### src/rtl/vga_pkg.sv
// Shared definitions for the VGA frame compositor: phase encoding, write-source
// tags, screen-select values, default resolution and a constant clog2 helper.
// No logic; imported by every file of the compositor.
package vga_pkg;

    // Frame phases, in the order a frame walks through them.
    typedef enum logic [2:0] {
        ST_IDLE  = 3'd0,
        ST_BG    = 3'd1,
        ST_DIG   = 3'd2,
        ST_CUR   = 3'd3,
        ST_DRAIN = 3'd4
    } phase_e;

    // Which colour source a pixel in the ROM-latency pipe takes at write time.
    typedef enum logic [1:0] {
        SRC_BG  = 2'd0,
        SRC_DIG = 2'd1,
        SRC_CUR = 2'd2
    } src_e;

    // Screen-select values driven by the game FSM.
    localparam int SCR_TITLE = 0;
    localparam int SCR_PLAY  = 1;
    localparam int SCR_OVER  = 2;
    localparam int SCR_SCORE = 3;

    localparam int DEF_H_RES = 320;
    localparam int DEF_V_RES = 240;

    // Ceiling log2 for sizing buses from parameters (value >= 2 expected).
    function automatic int clog2(input int value);
        int r;
        r = 0;
        for (int i = 0; i < 31; i++) begin
            if ((1 << i) < value) r = i + 1;
        end
        return r;
    endfunction

endpackage

### src/rtl/bin_to_bcd_seq.sv
// Sequential double-dabble binary-to-BCD converter, one bit per cycle.
// Latency: SCORE_W cycles from start to done; restarts on any start pulse.
// No backpressure; digits saturate to all-9 when value exceeds NUM_DIGITS digits.
// Ports: start (1-cycle pulse, latches value), value, done (high when idle),
//        digits (NUM_DIGITS BCD nibbles, most significant nibble on top).
module bin_to_bcd_seq
    import vga_pkg::*;
#(
    parameter int SCORE_W    = 12,
    parameter int NUM_DIGITS = 4
) (
    input  logic                    clk,
    input  logic                    iReset,
    input  logic                    start,
    input  logic [SCORE_W-1:0]      value,
    output logic                    done,
    output logic [4*NUM_DIGITS-1:0] digits
);

    localparam int BW      = 4 * NUM_DIGITS;
    localparam int CW      = clog2(SCORE_W + 1);
    localparam int MAX_VAL = (10 ** NUM_DIGITS) - 1;

    logic [SCORE_W-1:0] bin_q, bin_d;
    logic [BW-1:0]      bcd_q, bcd_d;
    logic [CW-1:0]      cnt_q, cnt_d;
    logic               busy_q, busy_d;
    logic               ovf_q, ovf_d;
    logic [BW-1:0]      adj;
    logic [63:0]        value_wide;

    always_comb begin
        bin_d      = bin_q;
        bcd_d      = bcd_q;
        cnt_d      = cnt_q;
        busy_d     = busy_q;
        ovf_d      = ovf_q;
        value_wide = 64'(value);

        // Add-3 correction on every nibble that would overflow when doubled.
        adj = bcd_q;
        for (int n = 0; n < NUM_DIGITS; n++) begin
            if (bcd_q[n*4 +: 4] >= 4'd5) adj[n*4 +: 4] = bcd_q[n*4 +: 4] + 4'd3;
        end

        if (start) begin
            bin_d  = value;
            bcd_d  = '0;
            cnt_d  = '0;
            busy_d = 1'b1;
            ovf_d  = value_wide > 64'(MAX_VAL);
        end else if (busy_q) begin
            bcd_d = {adj[BW-2:0], bin_q[SCORE_W-1]};
            bin_d = bin_q << 1;
            cnt_d = cnt_q + 1'b1;
            if (cnt_q == CW'(SCORE_W - 1)) busy_d = 1'b0;
        end
    end

    always_ff @(posedge clk) begin
        if (iReset) begin
            bin_q  <= '0;
            bcd_q  <= '0;
            cnt_q  <= '0;
            busy_q <= 1'b0;
            ovf_q  <= 1'b0;
        end else begin
            bin_q  <= bin_d;
            bcd_q  <= bcd_d;
            cnt_q  <= cnt_d;
            busy_q <= busy_d;
            ovf_q  <= ovf_d;
        end
    end

    assign done   = ~busy_q;
    assign digits = ovf_q ? {NUM_DIGITS{4'd9}} : bcd_q;

endmodule

### src/rtl/vga_frame_compositor.sv
// Per-frame pixel-buffer writer: background copy, optional score digits, cursor.
// Latency: a write appears ROM_LAT+1 cycles after its ROM address; oBusy falls ROM_LAT cycles after the last write.
// No backpressure: one pixel issued per cycle; V_SYNC starts while busy are dropped.
// Ports: clk/iReset; V_SYNC, iScreenSel, iScore, iMouseX/Y from the game FSM;
//        oBgAddr/iBgData and oSprAddr/iSprData to the ROMs; x, y, color, writeEn to the
//        VGA adapter; oBusy frame-in-progress flag.
// Optional macro VGA_COMP_TRANSPARENT_EN adds KEY_COLOR: digit pixels of that colour are not written.
module vga_frame_compositor
    import vga_pkg::*;
#(
    parameter int H_RES        = DEF_H_RES,
    parameter int V_RES        = DEF_V_RES,
    parameter int COLOR_W      = 3,
    parameter int SEL_W        = 2,
    parameter int SCORE_SCREEN = SCR_SCORE,
    parameter int SCORE_W      = 12,
    parameter int NUM_DIGITS   = 4,
    parameter int SPR_W        = 18,
    parameter int SPR_H        = 18,
    parameter int DIG_X0       = 120,
    parameter int DIG_Y0       = 155,
    parameter int DIG_PITCH    = 17,
    parameter int CUR_SIZE     = 4,
    parameter int CUR_COLOR    = 0,
    parameter int ROM_LAT      = 1
`ifdef VGA_COMP_TRANSPARENT_EN
    ,
    parameter int KEY_COLOR    = 3'b111
`endif
) (
    input  logic                                  clk,
    input  logic                                  iReset,
    input  logic                                  V_SYNC,
    input  logic [SEL_W-1:0]                      iScreenSel,
    input  logic [SCORE_W-1:0]                    iScore,
    input  logic [clog2(H_RES)-1:0]               iMouseX,
    input  logic [clog2(V_RES)-1:0]               iMouseY,
    output logic [clog2(H_RES*V_RES)-1:0]         oBgAddr,
    input  logic [COLOR_W-1:0]                    iBgData,
    output logic [clog2(10*SPR_W*SPR_H)-1:0]      oSprAddr,
    input  logic [COLOR_W-1:0]                    iSprData,
    output logic [clog2(H_RES)-1:0]               x,
    output logic [clog2(V_RES)-1:0]               y,
    output logic [COLOR_W-1:0]                    color,
    output logic                                  writeEn,
    output logic                                  oBusy
);

    localparam int XW   = clog2(H_RES);
    localparam int YW   = clog2(V_RES);
    localparam int BAW  = clog2(H_RES * V_RES);
    localparam int SAW  = clog2(10 * SPR_W * SPR_H);
    localparam int AREA = SPR_W * SPR_H;
    localparam int DW   = clog2(NUM_DIGITS + 1);
    localparam int DRW  = clog2(2 * ROM_LAT + 1);
    localparam int BCDW = 4 * NUM_DIGITS;

    phase_e             state_q, state_d;
    logic               vs_prev_q, vs_prev_d;
    logic [SEL_W-1:0]   sel_q, sel_d;
    logic [XW-1:0]      mx_q, mx_d;
    logic [YW-1:0]      my_q, my_d;
    logic [XW-1:0]      cx_q, cx_d;
    logic [YW-1:0]      cy_q, cy_d;
    logic [XW-1:0]      digx_q, digx_d;
    logic [DW-1:0]      dig_q, dig_d;
    logic [BAW-1:0]     bg_addr_q, bg_addr_d;
    logic [SAW-1:0]     spr_addr_q, spr_addr_d;
    logic [DRW-1:0]     drain_q, drain_d;
    logic               busy_q, busy_d;

    // ROM-latency pipe: stage ROM_LAT-1 lines up with the ROM data bus.
    logic [ROM_LAT-1:0]           pv_q, pv_d;
    logic [ROM_LAT-1:0][XW-1:0]   px_q, px_d;
    logic [ROM_LAT-1:0][YW-1:0]   py_q, py_d;
    logic [ROM_LAT-1:0][1:0]      ps_q, ps_d;

    logic [XW-1:0]      x_q, x_d;
    logic [YW-1:0]      y_q, y_d;
    logic [COLOR_W-1:0] color_q, color_d;
    logic               wen_q, wen_d;

    logic               frame_start;
    logic               bcd_start;
    logic               bcd_done;
    logic [BCDW-1:0]    bcd_digits;
    logic               issue_vld;
    logic [XW-1:0]      issue_x;
    logic [YW-1:0]      issue_y;
    logic [1:0]         issue_src;
    logic [XW:0]        cur_x;
    logic [YW:0]        cur_y;
    logic               key_hit;

    bin_to_bcd_seq #(
        .SCORE_W   (SCORE_W),
        .NUM_DIGITS(NUM_DIGITS)
    ) u_bcd (
        .clk   (clk),
        .iReset(iReset),
        .start (bcd_start),
        .value (iScore),
        .done  (bcd_done),
        .digits(bcd_digits)
    );

    // First sprite-ROM address of digit k (k = 0 is the most significant digit).
    function automatic logic [SAW-1:0] digit_base(input logic [BCDW-1:0] bcd, input int k);
        logic [3:0] d;
        int         kk;
        kk = (k >= NUM_DIGITS) ? NUM_DIGITS - 1 : k;
        d  = bcd[(NUM_DIGITS-1-kk)*4 +: 4];
        return SAW'(int'(d) * AREA);
    endfunction

    always_comb begin
        state_d    = state_q;
        vs_prev_d  = V_SYNC;
        sel_d      = sel_q;
        mx_d       = mx_q;
        my_d       = my_q;
        cx_d       = cx_q;
        cy_d       = cy_q;
        digx_d     = digx_q;
        dig_d      = dig_q;
        bg_addr_d  = bg_addr_q;
        spr_addr_d = spr_addr_q;
        drain_d    = drain_q;
        busy_d     = busy_q;
        bcd_start  = 1'b0;
        issue_vld  = 1'b0;
        issue_x    = cx_q;
        issue_y    = cy_q;
        issue_src  = SRC_BG;
        cur_x      = {1'b0, mx_q} + {1'b0, cx_q};
        cur_y      = {1'b0, my_q} + {1'b0, cy_q};
        frame_start = vs_prev_q & ~V_SYNC;

        case (state_q)
            ST_IDLE: begin
                if (frame_start) begin
                    sel_d     = iScreenSel;
                    mx_d      = iMouseX;
                    my_d      = iMouseY;
                    bcd_start = 1'b1;
                    cx_d      = '0;
                    cy_d      = '0;
                    bg_addr_d = '0;
                    busy_d    = 1'b1;
                    state_d   = ST_BG;
                end
            end

            ST_BG: begin
                issue_vld = 1'b1;
                bg_addr_d = bg_addr_q + 1'b1;
                if (cx_q == XW'(H_RES - 1)) begin
                    cx_d = '0;
                    if (cy_q == YW'(V_RES - 1)) begin
                        cy_d      = '0;
                        bg_addr_d = bg_addr_q;
                        if (sel_q == SEL_W'(SCORE_SCREEN)) begin
                            dig_d      = '0;
                            digx_d     = XW'(DIG_X0);
                            spr_addr_d = digit_base(bcd_digits, 0);
                            state_d    = ST_DIG;
                        end else begin
                            state_d = ST_CUR;
                        end
                    end else begin
                        cy_d = cy_q + 1'b1;
                    end
                end else begin
                    cx_d = cx_q + 1'b1;
                end
            end

            ST_DIG: begin
                // The background pass is far longer than the conversion, so
                // this gate only matters for degenerate parameter choices.
                issue_vld = bcd_done;
                issue_x   = digx_q + cx_q;
                issue_y   = YW'(DIG_Y0) + cy_q;
                issue_src = SRC_DIG;
                if (bcd_done) begin
                    spr_addr_d = spr_addr_q + 1'b1;
                    if (cx_q == XW'(SPR_W - 1)) begin
                        cx_d = '0;
                        if (cy_q == YW'(SPR_H - 1)) begin
                            cy_d = '0;
                            if (dig_q == DW'(NUM_DIGITS - 1)) begin
                                spr_addr_d = spr_addr_q;
                                state_d    = ST_CUR;
                            end else begin
                                dig_d      = dig_q + 1'b1;
                                digx_d     = digx_q + XW'(DIG_PITCH);
                                spr_addr_d = digit_base(bcd_digits, int'(dig_q) + 1);
                            end
                        end else begin
                            cy_d = cy_q + 1'b1;
                        end
                    end else begin
                        cx_d = cx_q + 1'b1;
                    end
                end
            end

            ST_CUR: begin
                // Off-screen cursor pixels still take a scan slot but never write.
                issue_vld = (cur_x < (XW+1)'(H_RES)) && (cur_y < (YW+1)'(V_RES));
                issue_x   = cur_x[XW-1:0];
                issue_y   = cur_y[YW-1:0];
                issue_src = SRC_CUR;
                if (cx_q == XW'(CUR_SIZE - 1)) begin
                    cx_d = '0;
                    if (cy_q == YW'(CUR_SIZE - 1)) begin
                        cy_d    = '0;
                        drain_d = '0;
                        state_d = ST_DRAIN;
                    end else begin
                        cy_d = cy_q + 1'b1;
                    end
                end else begin
                    cx_d = cx_q + 1'b1;
                end
            end

            ST_DRAIN: begin
                // ROM_LAT+1 cycles retire the last write; oBusy then stays up
                // ROM_LAT more cycles past it before the engine re-arms.
                drain_d = drain_q + 1'b1;
                if (drain_q == DRW'(2 * ROM_LAT - 1)) begin
                    busy_d  = 1'b0;
                    state_d = ST_IDLE;
                end
            end

            default: begin
                state_d = ST_IDLE;
                busy_d  = 1'b0;
            end
        endcase

        pv_d[0] = issue_vld;
        px_d[0] = issue_x;
        py_d[0] = issue_y;
        ps_d[0] = issue_src;
        for (int i = 1; i < ROM_LAT; i++) begin
            pv_d[i] = pv_q[i-1];
            px_d[i] = px_q[i-1];
            py_d[i] = py_q[i-1];
            ps_d[i] = ps_q[i-1];
        end

`ifdef VGA_COMP_TRANSPARENT_EN
        key_hit = (ps_q[ROM_LAT-1] == SRC_DIG) && (iSprData == COLOR_W'(KEY_COLOR));
`else
        key_hit = 1'b0;
`endif

        // Output stage: position and colour only change on an actual write.
        x_d     = x_q;
        y_d     = y_q;
        color_d = color_q;
        wen_d   = pv_q[ROM_LAT-1] & ~key_hit;
        if (wen_d) begin
            x_d = px_q[ROM_LAT-1];
            y_d = py_q[ROM_LAT-1];
            case (ps_q[ROM_LAT-1])
                SRC_BG:  color_d = iBgData;
                SRC_DIG: color_d = iSprData;
                default: color_d = COLOR_W'(CUR_COLOR);
            endcase
        end
    end

    always_ff @(posedge clk) begin
        if (iReset) begin
            state_q    <= ST_IDLE;
            vs_prev_q  <= 1'b0;
            sel_q      <= '0;
            mx_q       <= '0;
            my_q       <= '0;
            cx_q       <= '0;
            cy_q       <= '0;
            digx_q     <= '0;
            dig_q      <= '0;
            bg_addr_q  <= '0;
            spr_addr_q <= '0;
            drain_q    <= '0;
            busy_q     <= 1'b0;
            pv_q       <= '0;
            px_q       <= '0;
            py_q       <= '0;
            ps_q       <= '0;
            x_q        <= '0;
            y_q        <= '0;
            color_q    <= '0;
            wen_q      <= 1'b0;
        end else begin
            state_q    <= state_d;
            vs_prev_q  <= vs_prev_d;
            sel_q      <= sel_d;
            mx_q       <= mx_d;
            my_q       <= my_d;
            cx_q       <= cx_d;
            cy_q       <= cy_d;
            digx_q     <= digx_d;
            dig_q      <= dig_d;
            bg_addr_q  <= bg_addr_d;
            spr_addr_q <= spr_addr_d;
            drain_q    <= drain_d;
            busy_q     <= busy_d;
            pv_q       <= pv_d;
            px_q       <= px_d;
            py_q       <= py_d;
            ps_q       <= ps_d;
            x_q        <= x_d;
            y_q        <= y_d;
            color_q    <= color_d;
            wen_q      <= wen_d;
        end
    end

    assign oBgAddr  = bg_addr_q;
    assign oSprAddr = spr_addr_q;
    assign x        = x_q;
    assign y        = y_q;
    assign color    = color_q;
    assign writeEn  = wen_q;
    assign oBusy    = busy_q;

endmodule

### config.mk
export PLATFORM = sky130hd
export DESIGN_NAME = vga_frame_compositor
export DESIGN_NICKNAME = d
export VERILOG_FILES = /design/src/rtl/vga_pkg.sv /design/src/rtl/bin_to_bcd_seq.sv /design/src/rtl/vga_frame_compositor.sv
export SDC_FILE = /design/constraint.sdc
export NUM_CORES = 1
export LEC_CHECK = 0
export CAP_MARGIN = 25
export CORE_MARGIN = 2
export CORE_UTILIZATION = 40
export CTS_BUF_LIST = sky130_fd_sc_hd__clkbuf_8
export CTS_CLUSTER_DIAMETER = 120
export DETAILED_ROUTE_END_ITERATION = 10
export PLACE_DENSITY = 0.68
export SLEW_MARGIN = 10
export SYNTH_ARGS = -nofsm -noshare
export SYNTH_HDL_FRONTEND = slang
export SYNTH_SLANG_ARGS = --single-unit
### constraint.sdc
create_clock -name clk -period 8.7 [get_ports clk]
set_input_delay 1.74 -clock clk [delete_from_list [all_inputs] [get_ports clk]]
set_output_delay 1.74 -clock clk [all_outputs]
set_load 0.02 [all_outputs]
==> metrics.yaml, run 1 <==
status: "completed"
num_io_pins: 91
fin_cells: 1408
ys_seq_area_frac: 0.3548
reg2reg_depth: 14
viasPerCell: 5.519
crit_top_cell: "o31ai_1"
critPathMaxStageDelay_ps: 830
clock.fmax_mhz: 266.0
drtAntennaViolNets: 0
cts_root_buf: "clkbuf_8"
dpl_cell_area_um2: 9966
drv_slew: 0
die_area_um2: 23500
dp_hpwl_um: 14880
r2r_start: "dig_q[0]"
cts_setup_buffers: 0
first_iter_violations: 449
slowest_stage: "o31ai_1"
fp.dieH_um: 153.3
cts_max_path_buffers: 2
drive_above_1_share: 0.05408
core_area_um2: 21820
timing.rr.end: "oSprAddr[11]"
start_util: 0.4086
crit_path_end_kind: "flip-flop"
stdcell_area_um2: 10420
cts_resized: 0
gp_congestion: 0.8279
vdd_drop_max_uv: 111.2
die_width_um: 153.3
track_usage: 0.1839
p_per_area_nw_per_um2: 180.0
area_growth_pct: 16.85
p_leak_nw: 3.859
r2r_setup_slack_ps: 5410
synth_ff_type: "dfxtp_1"
avgRoutedWirePerCell_um: 15.38
fin_hold_ws_ps: 465.7
grt_start_max_net_pins: 72
cp-startpoint: "V_SYNC"
h-tree-depth: 4
insertion_delay_ps: 470
syn_area_per_cell_um2: 8.411
ys_seq_elements: 158
port_buffers: 90
rsz0062_at_grt: "false"
first_global_vias: 7322
finalWorstPathRequiredPeriod_ps: 3760
slew_headroom: 0.4026
antenna_found_initial: 0
synth_edf_count: 0
netlist_area_um2: 8916
cts_buffers: 17
clkTransAtPathRegs_ps: 80
timing.critical_path.from_type: "input port"
async_flop_share: 0
hold_viol: 0
final_nets: 1213
cts_tree: "built"
drc: 0
fin_skew_ps: 16.58
critPathKind: "input port to flip-flop"
worstPathCellList: "clkdlybuf4s50_1, nor3b_1, o31ai_1, a221o_1, o31ai_1, nor2_1"
cap_viol_max_count: 0
netlist_instances: 1060
tightest_slew_ps: 888.6
yosys_warnings: 0
dp.cells: 1374
drt-pass1-iter-count: 4
final.setup.tns_ps: 0
p_total_mw: 1.875
syn_nets: 1158
diodes: 0
grt_overflow: 0
rows: 54
wl_um: 21650
synth.distinct_cells: 74
hold_path.class: "flip-flop to flip-flop"
period_share: 0.4321
crit_path_end: "cy_q[7]"
grt_pass1_wl_um: 35960
clkSinkCount: 158
required_ps: 9020
setup_violations: 0
vias: 7771
cp_data_arrival_time_ps: 4080
cp_max_fo: 13
postCtsHoldBufs: 0
-- where the power goes --
part           internal [mW]  leakage (nW)  total, mW  switching, mW
clock                  0.289         0.215      0.592          0.303
combinational          0.176          2.37      0.461          0.284
sequential             0.769          1.28      0.822         0.0531
total                   1.24          3.86       1.88          0.640
-- cells by family after synthesis --
kind of cell | Yosys count | synth area share
buffers and inverters | 92 | 0.04364
AOI/OAI and AO/OA | 262 | 0.1935
xor gates and xnor gates | 62 | 0.06090
muxes | 53 | 0.05950
adders and majority gates | 58 | 0.08392
DFF | 158 | 0.3548
and+or+nand+nor | 375 | 0.2038
-- critical path: cells and delay by family --
kind | cells | cell delay, ps
compound gates | 3 | 1460
buf+inv | 1 | 460
simple gates | 2 | 410
-- synthesized netlist by cell type (5+ instances only) --
master | n | share of area
a211oi_1 | 25 | 0.021
a21o_1 | 6 | 0.0051
a21oi_1 | 77 | 0.043
a22oi_1 | 7 | 0.0059
a311oi_1 | 10 | 0.0098
a31oi_1 | 10 | 0.0070
a32o_1 | 5 | 0.0056
and2_1 | 6 | 0.0042
and3_1 | 13 | 0.0091
and4_1 | 5 | 0.0049
buf_1 | 10 | 0.0042
buf_2 | 17 | 0.0095
clkbuf_1 | 32 | 0.013
dfxtp_1 | 158 | 0.35
ha_1 | 55 | 0.077
inv_1 | 27 | 0.011
mux2i_1 | 53 | 0.060
nand2_1 | 115 | 0.048
nand2b_1 | 13 | 0.0091
nand3_1 | 26 | 0.015
nand4_1 | 11 | 0.0077
nor2_1 | 125 | 0.053
nor2b_1 | 7 | 0.0049
nor3_1 | 17 | 0.0095
o2111ai_1 | 7 | 0.0069
o211ai_1 | 18 | 0.015
o21ai_0 | 51 | 0.029
or3_1 | 10 | 0.0070
xnor2_1 | 32 | 0.031
xor2_1 | 30 | 0.029
-- metrics by stage --
step                setup WS [ps]    util
detailed placement           4362  0.4567
finish                       4940  0.4774
global route                 4896  0.4774
global placement             4060  0.4554
floorplan                    5550       -
CTS                          4839  0.4758
-- how the worst min path moves through the flow --
stage	slack (ps)	start	cells after the start	endpoint
3_3_place_gp	440	px_q[1]	2	x[1]
4_1_cts	470	mx_q[4]	2	mx_q[4]
6_report	470	mx_q[4]	2	mx_q[4]
2_1_floorplan	440	mx_q[0]	2	mx_q[0]
3_5_place_dp	450	mx_q[4]	2	mx_q[4]
5_1_grt	490	mx_q[4]	2	mx_q[4]
-- registers in the layout, indices dropped and copies added (netlist names), 8 cells and up --
name	flops
cx_q	9
cy_q	8
digx_q	9
mx_q	9
my_q	8
oBgAddr	17
oSprAddr	12
px_q	9
py_q	8
u_bcd.bcd_q	16
u_bcd.bin_q	12
x	9
y	8
-- cells in the final DEF, fill, tap and decap left out, types with 4 or more instances in the layout --
master / instances
a211oi_1: 25
a21o_1: 6
a21oi_1: 77
a221oi_1: 4
a22oi_1: 7
a311oi_1: 10
a31oi_1: 10
a32o_1: 5
and2_1: 6
and3_1: 13
and4_1: 5
buf_4: 8
clkbuf_8: 17
clkdlybuf4s50_1: 89
clkinv_2: 4
dfxtp_1: 158
ha_1: 55
inv_1: 27
inv_6: 4
mux2i_1: 53
nand2_1: 114
nand2b_1: 13
nand3_1: 26
nand4_1: 11
nor2_1: 125
nor2b_1: 6
nor3_1: 17
o2111ai_1: 7
o211ai_1: 18
o21a_1: 4
o21ai_0: 51
o21bai_1: 4
o31ai_1: 4
or3_1: 10
xnor2_1: 32
xor2_1: 30
-- cell type report --
class	count	area [µm²]
Tap cell	280	350.3
Sequential cell	158	3163
Clock buffer	17	234.0
Clock inverter	15	183.9
Multi-Input combinational cell	810	5369
Fill cell	2153	11400
Timing Repair Buffer	100	1013
Inverter	28	105.1
-- routing by layer --
metal / global-route usage / share of wire
met5: 0 / 0
met4: 0.05291 / 0.016
met3: 0.03204 / 0.045
met2: 0.3006 / 0.44
met1: 0.2496 / 0.50
No activity file was read; power rests on OpenSTA's default activity.
==> inputs of run 2 (changes only) <==
==> constraint.sdc (replaced) <==
create_clock -name clk -period 3.66 [get_ports clk]
set_input_delay 0.732 -clock clk [delete_from_list [all_inputs] [get_ports clk]]
set_output_delay 0.732 -clock clk [all_outputs]
set_load 0.02 [all_outputs]
==> metrics.yaml, run 2 (synthesized netlist as in run 1, its figures left out) <==
dpl_cell_area_um2: 10010  # +0.45%
area_growth_pct: 17.70
place_ws_ps: 426.2  # -3936 ps
fin_skew_ps: 8.724  # -7.861 ps
fin_cells: 1414  # +0.43%
crit_top_cell: "ha_1"
first_global_vias: 7317  # -0.068%
critPathBufInv: 0  # -1
slowest_stage: "a31oi_1"
clkTransAtPathRegs_ps: 80  # about the same
crit_path_end_kind: "flip-flop"
die_width_um: 153.3  # unchanged
final.fill_count: 2073  # -3.7%
p_leak_nw: 3.903  # +1.1%
cts_root_buf: "clkbuf_8"
grt_overflow: 0  # unchanged
clock.fmax_mhz: 305.5
layout_commonest_cell: "dfxtp_1"
drtAntennaViolNets: 0  # unchanged
fp.dieH_um: 153.3  # unchanged
required_ps: 3980  # -5040 ps
final.setup.tns_ps: 0  # unchanged
fin_hold_ws_ps: 470.1  # +4.427 ps
critPathKind: "flip-flop to flip-flop"
insertion_delay_ps: 470  # about the same
track_usage: 0.1835  # -0.0004212
drv_slew: 0  # unchanged
worstPathCellList: "ha_1, ha_1, nand2b_1, a31oi_1, o21bai_1, nand2_1, ha_1, ha_1, ha_1, xnor2_1, nor2_1, and4_1, nor3_1, a31oi_1"
postCtsHoldBufs: 0  # unchanged
port_buffers: 90  # unchanged
finalWorstPathRequiredPeriod_ps: 3274
cp_max_fo: 6  # -7
antenna_found_initial: 0  # unchanged
utilization: 0.4809  # +0.003440
timing.critical_path.from_type: "flip-flop"
grt_pass1_wl_um: 36000  # about the same
cts_resized: 0  # unchanged
critPathTopFamily: "adder cells"
final_nets: 1220  # +0.58%
avgRoutedWirePerCell_um: 15.14  # -1.5%
status: "completed"
cp_data_arrival_time_ps: 3600  # -480 ps
p_per_area_nw_per_um2: 441.7  # +150%
vias: 7795  # +0.31%
largest_reg_flops: 17  # unchanged
die_area_um2: 23500  # unchanged
tightest_slew_ps: 909.3  # +20.78 ps
grt_start_max_net_pins: 44  # -39%
core_area_um2: 21820  # unchanged
num_io_pins: 91  # unchanged
cts_tree: "built"
cap_viol_max_count: 0  # unchanged
drc: 0  # unchanged
h-tree-depth: 4  # unchanged
viasPerCell: 5.513  # -0.12%
gp_congestion: 0.8349  # +0.85%
dp_hpwl_um: 15070  # +1.2%
start_util: 0.4086  # unchanged
cts_buffers: 17  # unchanged
hold_viol: 0  # unchanged
rows: 54  # unchanged
setup_violations: 0  # unchanged
critPathMaxStageDelay_ps: 370  # -460 ps
first_iter_violations: 496  # +10%
stdcell_area_um2: 10490  # +0.72%
dp.cells: 1383  # +0.66%
p_total_mw: 4.635  # +150%
postLayoutSetupSlackWorst_ps: 386.3  # -4554 ps
cts_setup_buffers: 0  # unchanged
vdd_drop_max_uv: 229.2  # +110%
diodes: 0  # unchanged
slew_headroom: 0.3929  # -0.009620
hold_path.class: "flip-flop to flip-flop"
drive_above_1_share: 0.05732  # +0.003241
wl_um: 21410  # -1.1%
period_share: 0.8944
layout_common_cells: "158 x dfxtp_1, 125 x nor2_1, 114 x nand2_1"
clkSinkCount: 158  # unchanged
rsz0062_at_grt: "false"
cts_max_path_buffers: 2  # unchanged
drt-pass1-iter-count: 5  # +1
run 2: cell types whose count changed in the layout (fill, tap and decap cells not counted), moves of 2 or more:
cell       change
buf_4         +10
clkinv_2       -4
bufinv_16      +3
inv_8          -2
run 2: final timing paths:
path | startpoint | endpoint | slack (ps) | cells past startpoint
max | dig_q[0] | oSprAddr[11] | 390 | 14
min | my_q[0] | my_q[0] | 470 | 2
max reg2reg | dig_q[0] | oSprAddr[11] | 390 | 14
min reg2reg | my_q[0] | my_q[0] | 470 | 2
run 2: power by group:
| part | leakage [nW] | switching [mW] | internal, mW | total, mW |
|---|---|---|---|---|
| Combinational | 2.38 | 0.645 | 0.422 | 1.07 |
| Sequential | 1.28 | 0.155 | 1.83 | 1.98 |
| Clock | 0.242 | 0.683 | 0.901 | 1.58 |
run 2: area by class of cell:
class | count | area, µm² | area share
Multi-Input combinational cell | 810 | 5366 | 0.5114
Sequential cell | 158 | 3163 | 0.3014
Timing Repair Buffer | 107 | 1026 | 0.09777
Tap cell | 280 | 350.3 | 0.03339
Clock buffer | 18 | 247.7 | 0.02361
Clock inverter | 13 | 235.2 | 0.02242
Inverter | 28 | 105.1 | 0.01002
run 2: worst register-to-register path, delay by kind of cell, from the launching register on:
kind                     cells  cell delay (ps)
XOR/XNOR                     1              200
AND/OR/NAND/NOR              5              630
AO/OA/AOI/OAI                3              700
adder cells (fa/ha/maj)      5             1250
flip-flops                   1              360
run 2: per-layer routing:
metal / vias up / GRT usage / wire, µm
li1: 3932 / - / -
met4: 0 / 0.05379 / 265
met3: 22 / 0.03204 / 887
met1: 3686 / 0.2563 / 10610
met5: - / 0 / 0
met2: 155 / 0.2904 / 9650
==> inputs of run 3 (changes only) <==
--- a/config.mk
+++ b/config.mk
@@ -6,12 +6,14 @@
 export NUM_CORES = 1
 export LEC_CHECK = 0
 export CAP_MARGIN = 25
+export CELL_PAD_IN_SITES_DETAIL_PLACEMENT = 0
+export CELL_PAD_IN_SITES_GLOBAL_PLACEMENT = 1
 export CORE_MARGIN = 2
 export CORE_UTILIZATION = 40
 export CTS_BUF_LIST = sky130_fd_sc_hd__clkbuf_8
 export CTS_CLUSTER_DIAMETER = 120
 export DETAILED_ROUTE_END_ITERATION = 10
-export PLACE_DENSITY = 0.68
+export PLACE_DENSITY = 0.83
 export SLEW_MARGIN = 10
 export SYNTH_ARGS = -nofsm -noshare
 export SYNTH_HDL_FRONTEND = slang
==> metrics.yaml, run 3 (synthesized netlist as in run 1, its figures left out) <==
status: "completed"
dp_hpwl_um: 15570  # +3.3%
p_per_area_nw_per_um2: 430.2  # -2.6%
viasPerCell: 5.515  # about the same
timing.critical_path.from_type: "flip-flop"
globalRouteMet3Util: 0.03601  # +0.003969
hold_viol: 0  # unchanged
required_ps: 3990  # about the same
layout_common_cells: "158 x dfxtp_1, 125 x nor2_1, 114 x nand2_1"
seq_area_um2: 3163  # unchanged
core_area_um2: 21820  # unchanged
setup_violations: 0  # unchanged
vias: 7798  # +0.038%
first_global_vias: 7405  # +1.2%
drc: 0  # unchanged
multiInputGateArea_um2: 5366  # unchanged
cts_resized: 0  # unchanged
grt_use_met2: 0.3000  # +0.009566
port_buffers: 90  # unchanged
fin_skew_ps: 14.12  # +5.394 ps
start_util: 0.4086  # unchanged
diodes: 0  # unchanged
drv_slew: 0  # unchanged
final_nets: 1219  # -0.082%
insertion_delay_ps: 470  # about the same
final.fill_count: 2149  # +3.7%
die_width_um: 153.3  # unchanged
rows: 54  # unchanged
period_share: 0.8843  # -0.01010
h-tree-depth: 4  # unchanged
cts_tree: "built"
tightest_slew_ps: 744.8  # -164.5 ps
utilization: 0.4781  # -0.002752
drtAntennaViolNets: 0  # unchanged
gp_congestion: 0.8503  # +1.8%
area_growth_pct: 17.02
finalWorstPathRequiredPeriod_ps: 3237  # -36.97 ps
cp_max_fo: 6  # unchanged
busiest_layer: "met2"
clkTransAtPathRegs_ps: 100  # +20 ps
avgRoutedWirePerCell_um: 15.40  # +1.7%
p_leak_nw: 3.870  # -0.83%
cts_buffers: 17  # unchanged
grt_overflow: 0  # unchanged
track_usage: 0.1894  # +0.005877
drive_above_1_share: 0.05820  # +0.0008818
fp.dieH_um: 153.3  # unchanged
clkSinkCount: 158  # unchanged
crit_path_end_kind: "flip-flop"
cts_max_path_buffers: 2  # unchanged
die_area_um2: 23500  # unchanged
num_io_pins: 91  # unchanged
grtUsageMet1: 0.2608  # +0.004567
cts_setup_buffers: 0  # unchanged
largest_reg_flops: 17  # unchanged
vdd_drop_max_uv: 249.4  # +8.8%
cts_root_buf: "clkbuf_8"
postCtsHoldBufs: 0  # unchanged
grt_start_max_net_pins: 71  # +61%
cp_data_arrival_time_ps: 3570  # -30 ps
antenna_found_initial: 0  # unchanged
wl_um: 21780  # +1.7%
layout_commonest_cell: "dfxtp_1"
final.setup.tns_ps: 0  # unchanged
slew_headroom: 0.5034  # +0.1105
rsz0062_at_grt: "false"
critPathKind: "flip-flop to flip-flop"
cap_viol_max_count: 0  # unchanged
drt-pass1-iter-count: 4  # -1
hold_path.class: "flip-flop to flip-flop"
first_iter_violations: 467  # -5.8%
grt_pass1_wl_um: 36860  # +2.4%
clock.fmax_mhz: 309.0  # +1.1%
-- run 3: cell types whose count changed in the layout (fill, tap and decap cells not counted) --
cell / before / now
buf_4: 18 / 17
bufinv_16: 6 / 3
inv_8: 0 / 3
inv_6: 3 / 6
clkbuf_8: 18 / 17
clkinv_2: 0 / 1
clkinv_4: 2 / 0
clkinvlp_4: 1 / 2
inv_1: 28 / 27
-- run 3: metal layers --
metal / vias up / routed length (µm) / part of all wire
met5: - / 0 / 0
met4: 0 / 312 / 0.014
met1: 3689 / 10830 / 0.50
met3: 22 / 927 / 0.043
li1: 3923 / - / -
met2: 164 / 9707 / 0.45
-- run 3: worst max-delay path, stage by stage, from the launching register on --
cell	delay [ps]
dfxtp_1	360
ha_1	210
ha_1	350
nand2b_1	110
a31oi_1	350
o21bai_1	230
nand2_1	120
ha_1	300
ha_1	200
ha_1	180
xnor2_1	170
nor2_1	60
and4_1	200
nor3_1	170
a31oi_1	100
-- run 3: power by group --
part | internal, mW | switching [mW]
clock | 0.699 | 0.731
combinational | 0.428 | 0.682
sequential | 1.83 | 0.120
total | 2.96 | 1.53
-- run 3: area by class of cell --
cell class	instances	share of cell area
tap	280	0.03358
sequential	158	0.3032
inverter	28	0.01007
clock inverter	15	0.01883
multi-input combinational	810	0.5143
timing repair buffer	106	0.09761
clock buffer	17	0.02242
-- run 3: per-stage QoR --
step / total power, mW / setup slack [ps] / cell area (µm²) / hold WS [ps] / std cells
3_3_place_gp: 3.081 / 533.4 / 10000 / 444.3 / 1382
5_1_grt: 4.734 / 83.58 / 10430 / 485.9 / 1414
3_5_place_dp: 3.098 / 439.6 / 10000 / 454.0 / 1382
2_1_floorplan: 2.753 / 762.7 / 8916 / 440.6 / 1060
4_1_cts: 4.530 / 422.9 / 10430 / 468.0 / 1414
6_report: 4.489 / 423.3 / 10430 / 467.6 / 1414
-- run 3: worst paths after layout --
path / cells past startpoint / slack [ps] / startpoint / to
setup / recovery: 14 / 420 / dig_q[0] / oSprAddr[11]
hold reg to reg: 2 / 470 / mx_q[2] / mx_q[2]
setup reg to reg: 14 / 420 / dig_q[0] / oSprAddr[11]
hold / removal: 2 / 470 / mx_q[2] / mx_q[2]
